[src/rtl/ct_pkg.sv]
// Shared constants and elaboration helpers for the ct_mux_pipe block.
package ct_pkg;

    localparam int CT_SEL_BINARY = 0;
    localparam int CT_SEL_ONEHOT = 1;

    localparam int CT_MIN_SIZE   = 2;
    localparam int CT_MAX_SIZE   = 64;
    localparam int CT_MAX_STAGES = 8;

    // Number of bits needed to encode 'value' distinct codes (clog2(1) == 0).
    function automatic int clog2(input int value);
        int result;
        result = 0;
        for (int i = 0; i < 31; i++) begin
            if ((1 << i) < value) begin
                result = i + 1;
            end
        end
        return result;
    endfunction

endpackage

[src/rtl/ct_mux_pipe_if.sv]
// Valid/ready stream link between pipeline stages; master drives payload, slave drives ready.
interface ct_mux_pipe_if #(
    parameter int WIDTH = 8
);

    logic             valid;
    logic             ready;
    logic [WIDTH-1:0] data;

    modport master (
        output valid,
        output data,
        input  ready
    );

    modport slave (
        input  valid,
        input  data,
        output ready
    );

endinterface

[src/rtl/ct_pipe_stage.sv]
// One elastic register stage: a valid flag plus WIDTH-bit payload with pass-through ready.
module ct_pipe_stage #(
    parameter int WIDTH = 8
) (
    input  logic          clk,
    input  logic          reset_n,
    ct_mux_pipe_if.slave  up,
    ct_mux_pipe_if.master dn
);

    logic             valid_q;
    logic             valid_d;
    logic [WIDTH-1:0] data_q;
    logic [WIDTH-1:0] data_d;
    logic             advance;

    // Taking a new item is safe when empty or when our own item leaves this cycle.
    assign advance = !valid_q || dn.ready;

    always_comb begin
        valid_d = valid_q;
        data_d  = data_q;
        if (advance) begin
            valid_d = up.valid;
            if (up.valid) begin
                data_d = up.data;
            end
        end
    end

    always_ff @(posedge clk or negedge reset_n) begin
        if (!reset_n) begin
            valid_q <= 1'b0;
        end else begin
            valid_q <= valid_d;
        end
    end

    // Payload is qualified by valid_q, so it carries no reset.
    always_ff @(posedge clk) begin
        data_q <= data_d;
    end

    assign up.ready = advance;
    assign dn.valid = valid_q;
    assign dn.data  = data_q;

endmodule

[src/rtl/ct_mux_pipe.sv]
// Channel multiplexer (binary or one-hot select) followed by a PIPELINE-deep elastic pipeline.
module ct_mux_pipe
    import ct_pkg::*;
#(
    parameter int WIDTH    = 8,
    parameter int SIZE     = 4,
    parameter int SELW     = 2,
    parameter int PIPELINE = 2,
    parameter int ONEHOT   = 0
) (
    input  logic                    clk,
    input  logic                    reset_n,
    input  logic [WIDTH*SIZE-1:0]   i_data,
    input  logic [SELW-1:0]         i_sel,
    input  logic                    i_valid,
    output logic                    o_ready,
    output logic [WIDTH-1:0]        o_data,
    output logic                    o_valid,
    input  logic                    i_ready,
    output logic                    o_busy
);

    generate
        if (SIZE < CT_MIN_SIZE || SIZE > CT_MAX_SIZE) begin : g_bad_size
            $fatal(1, "ct_mux_pipe: SIZE must be within 2..64");
        end
        if (PIPELINE < 0 || PIPELINE > CT_MAX_STAGES) begin : g_bad_pipe
            $fatal(1, "ct_mux_pipe: PIPELINE must be within 0..8");
        end
        if (ONEHOT != CT_SEL_BINARY && ONEHOT != CT_SEL_ONEHOT) begin : g_bad_mode
            $fatal(1, "ct_mux_pipe: ONEHOT must be 0 or 1");
        end
        if (ONEHOT == CT_SEL_BINARY && SELW < clog2(SIZE)) begin : g_bad_selw_bin
            $fatal(1, "ct_mux_pipe: SELW too narrow for binary select");
        end
        if (ONEHOT == CT_SEL_ONEHOT && SELW != SIZE) begin : g_bad_selw_oh
            $fatal(1, "ct_mux_pipe: one-hot select needs SELW == SIZE");
        end
    endgenerate

    // AND stage: each channel is gated by its own select decode.
    logic [WIDTH-1:0] chan_masked [SIZE];

    for (genvar gi = 0; gi < SIZE; gi++) begin : g_chan
        logic hit;
        if (ONEHOT == CT_SEL_ONEHOT) begin : g_oh
            assign hit = i_sel[gi];
        end else begin : g_bin
            // Out-of-range codes match no channel, so the OR below yields zero.
            assign hit = (i_sel == SELW'(gi));
        end
        assign chan_masked[gi] = hit ? i_data[gi*WIDTH +: WIDTH] : '0;
    end

    // OR stage: binary mode has at most one live term, one-hot mode merges all selected.
    logic [WIDTH-1:0] mux_result;

    always_comb begin
        mux_result = '0;
        for (int k = 0; k < SIZE; k++) begin
            mux_result = mux_result | chan_masked[k];
        end
    end

    generate
        if (PIPELINE == 0) begin : g_comb
            assign o_data  = mux_result;
            assign o_valid = i_valid;
            assign o_ready = i_ready;
            assign o_busy  = 1'b0;
        end else begin : g_pipe
            ct_mux_pipe_if #(.WIDTH(WIDTH)) link [PIPELINE+1] ();
            logic [PIPELINE-1:0] stage_valid;

            assign link[0].valid = i_valid;
            assign link[0].data  = mux_result;
            assign o_ready       = link[0].ready;

            for (genvar gi = 0; gi < PIPELINE; gi++) begin : g_stage
                ct_pipe_stage #(
                    .WIDTH (WIDTH)
                ) u_stage (
                    .clk     (clk),
                    .reset_n (reset_n),
                    .up      (link[gi]),
                    .dn      (link[gi+1])
                );
                assign stage_valid[gi] = link[gi+1].valid;
            end

            assign link[PIPELINE].ready = i_ready;
            assign o_valid              = link[PIPELINE].valid;
            assign o_data               = link[PIPELINE].data;
            assign o_busy               = |stage_valid;
        end
    endgenerate

endmodule

[config.mk]
export PLATFORM = sky130hd
export DESIGN_NAME = ct_mux_pipe
export DESIGN_NICKNAME = d
export VERILOG_FILES = /design/src/rtl/ct_pkg.sv /design/src/rtl/ct_mux_pipe_if.sv /design/src/rtl/ct_pipe_stage.sv /design/src/rtl/ct_mux_pipe.sv
export SDC_FILE = /design/constraint.sdc
export NUM_CORES = 1
export LEC_CHECK = 0
export ABC_AREA = 1
export CORE_UTILIZATION = 38
export DETAILED_ROUTE_END_ITERATION = 8
export GPL_TIMING_DRIVEN = 0
export PLACE_DENSITY = 0.83
export REMOVE_ABC_BUFFERS = 1
export SYNTH_ARGS = -nofsm -noshare
export SYNTH_HDL_FRONTEND = slang
export SYNTH_SLANG_ARGS = --single-unit
[constraint.sdc]
create_clock -name clk -period 1.7 [get_ports clk]
set_clock_uncertainty 0.05 [all_clocks]
set_input_delay 0.17 -clock clk [delete_from_list [all_inputs] [get_ports clk]]
set_output_delay 0.17 -clock clk [all_outputs]
set_load 0.02 [all_outputs]
==> results.json <==
{
  "clock_latency_ns": 0.29,
  "max_clock_freq_mhz": 649,
  "place_ws_ns": -0.130,
  "synth.cell_area_um2": 937,
  "syn_to_final_growth_pct": 54.9,
  "portBuffers": 48,
  "finalHoldViolCount": 0,
  "wl_per_cell_um": 8.78,
  "fin_nets": 195,
  "ant_nets": 0,
  "synth.most_common_cell": "nand2_1",
  "cts-root-buf": "clkbuf_4",
  "antenna_found_initial": 0,
  "cts_made_buffers": 3,
  "total_power_uw": 1080,
  "cp_common_cell": "nand2_1",
  "grt_pass1_vias": 649,
  "clockBufferDepth": 2,
  "finalWirelength_um": 1620,
  "grt_usage": 0.138,
  "drc": 0,
  "grt_max_degree": 19,
  "avgSynthCellArea_um2": 8.76,
  "num_vias": 808,
  "ir_worst_vdd_v": 0.000337,
  "grt_first_pass_wirelength_um": 2620,
  "cts_tree": "done",
  "yosys.area.top_type": "edfxtp_1",
  "rsz0062_at_grt": "no",
  "crit_fanout": 18,
  "cp.required_ns": 1.70,
  "yosys.area.top_type_share": 0.513,
  "end_kind": "flip-flop",
  "first_iter_violations": 9,
  "cp.arrival_ns": 1.54,
  "coreArea_um2": 2280,
  "row_count": 17,
  "clkSinkCount": 18,
  "fin_crit_ns": 1.54,
  "drive_above_1_share": 0.0513,
  "fin_crit_sh": 0.907,
  "fillers": 183,
  "crit_family": "buffers and inverters",
  "first_pass_iters": 4,
  "crit_slowest_cell": "clkdlybuf4s50_1",
  "cp_cell_sequence": "clkdlybuf4s50_1 > inv_2 > nand3_1 > nand2_1 > inv_1 > nand2_1",
  "path_buf_inv": 3,
  "max_slew_margin": 0.551,
  "drv_cap": 0,
  "worst_pin_slew_ns": 0.671,
  "netlist_top_cells_count": "nand2_1, nand3_1, inv_1",
  "dp_hpwl_um": 1360,
  "finalMaxSlewViolations": 0,
  "path_class": "in -> reg",
  "seq_area_frac_synth": 0.566,
  "yosysWarnings": 0,
  "register_area_um2": 531,
  "die_y_um": 51.7,
  "cts-htree-levels": 1,
  "clk_pin_slew_ns": 0.10,
  "die_area_um2": 2670,
  "gp_congestion": 0.695,
  "crit_path_max_incr_delay_ns": 0.90,
  "yosysUniqueCellTypes": 10,
  "syn_inst": 107,
  "io_pins": 49,
  "async_reset_ff_frac": 0.111,
  "start_kind": "input port",
  "die_w_um": 51.7,
  "cellPowerDensity_nw_per_um2": 742,
  "ys_seq_elements": 18,
  "hold_path_class": "reg -> reg",
  "crit_start": "i_sel[1]",
  "reg2reg_from": "g_pipe.g_stage[1].u_stage.dn.valid$_DFFE_PN0P_",
  "finalSetupViolations": 0,
  "routed_via_density": 4.39,
  "fin_ws_ns": 0.158,
  "synthTopCellsByArea": "edfxtp_1, nand2_1, nand3_1",
  "total_leakage_power_uw": 0.000646,
  "multi_input_area_um2": 283,
  "status": "finished, final reports clean",
  "synth_edf_count": 16,
  "grt-ovfl-total": 0,
  "post_cts_buffers": 0,
  "synth_flop_cell": "edfxtp_1",
  "min_from": "g_pipe.g_stage[0].u_stage.dn.data[0]$_DFFE_PP_",
  "initial_core_util": 0.412,
  "num_antenna_cells": 0
}
## path summary, 6_finish.rpt
path	slack [ns]	cells after the start	endpoint
min in group asynchronous	0.52	2	g_pipe.g_stage[1].u_stage.dn.valid$_DFFE_PN0P_
setup / recovery	0.16	6	g_pipe.g_stage[0].u_stage.dn.data[3]$_DFFE_PP_
max in group asynchronous	0.96	2	g_pipe.g_stage[0].u_stage.dn.valid$_DFFE_PN0P_
hold / removal	0.38	0	g_pipe.g_stage[1].u_stage.dn.data[0]$_DFFE_PP_
setup reg to reg	0.31	1	g_pipe.g_stage[1].u_stage.dn.data[6]$_DFFE_PP_
hold reg to reg	0.38	0	g_pipe.g_stage[1].u_stage.dn.data[0]$_DFFE_PP_
## cell families after synthesis
kind of cell | synth area share
buffers and inverters | 0.132
DFF | 0.566
and+or+nand+nor | 0.296
AOI/OAI and AO/OA | 0.00534
## state kept, by name, summed over array words and instances, names as in the netlist
| register | flops |
|---|---|
| g_pipe.g_stage.u_stage.dn.data | 16 |
| g_pipe.g_stage.u_stage.dn.valid | 2 |
## final cells by class
cell class / count / area share
clock buffers: 4 / 0.0250
inverters: 21 / 0.0543
multi-input cells: 64 / 0.195
flip-flops and latches: 18 / 0.366
well taps: 28 / 0.0241
repair buffers: 49 / 0.336
## per-layer routing
layer  share of wire  vias up  GRT usage
li1                -      437          -
met1            0.42      317      0.152
met2            0.46       49      0.234
met3           0.097        5     0.0380
met4           0.024        0     0.0811
met5               0        -          0
## stage by stage
step | setup TNS [ns] | std cells | util | hold WS (ns) | area (um2)
floorplan | 0 | 103 | - | -0.176 | 892
global placement | -0.538 | 179 | 0.618 | 0.293 | 1410
detailed placement | -0.882 | 179 | 0.618 | 0.296 | 1410
CTS | 0 | 184 | 0.638 | 0.382 | 1450
global route | 0 | 184 | 0.638 | 0.392 | 1450
finish | 0 | 184 | 0.638 | 0.376 | 1450
## cells in the final DEF (no fill, tap or decap), drive strengths merged
| cell type | n |
|---|---|
| a21oi | 1 |
| clkbuf | 4 |
| clkdlybuf4s50 | 46 |
| dfrtp | 2 |
| dlygate4sd2 | 2 |
| dlygate4sd3 | 1 |
| edfxtp | 16 |
| inv | 21 |
| nand2 | 36 |
| nand3 | 25 |
| nor2 | 1 |
| or2 | 1 |
## where the power goes
part           internal, uW  leakage (uW)  switching, uW
combinational           144      0.000448            121
clock                   130     0.0000210            126
sequential              541      0.000177           14.6
## timing repair
item | in CTS | in global routing
hold endpoints to repair | 2 | 0
gates resized for setup | 2 | 0
setup endpoints to repair | 2 | 0
hold buffers | 1 | 0
Note: power is estimated with default switching activity, not from simulation.
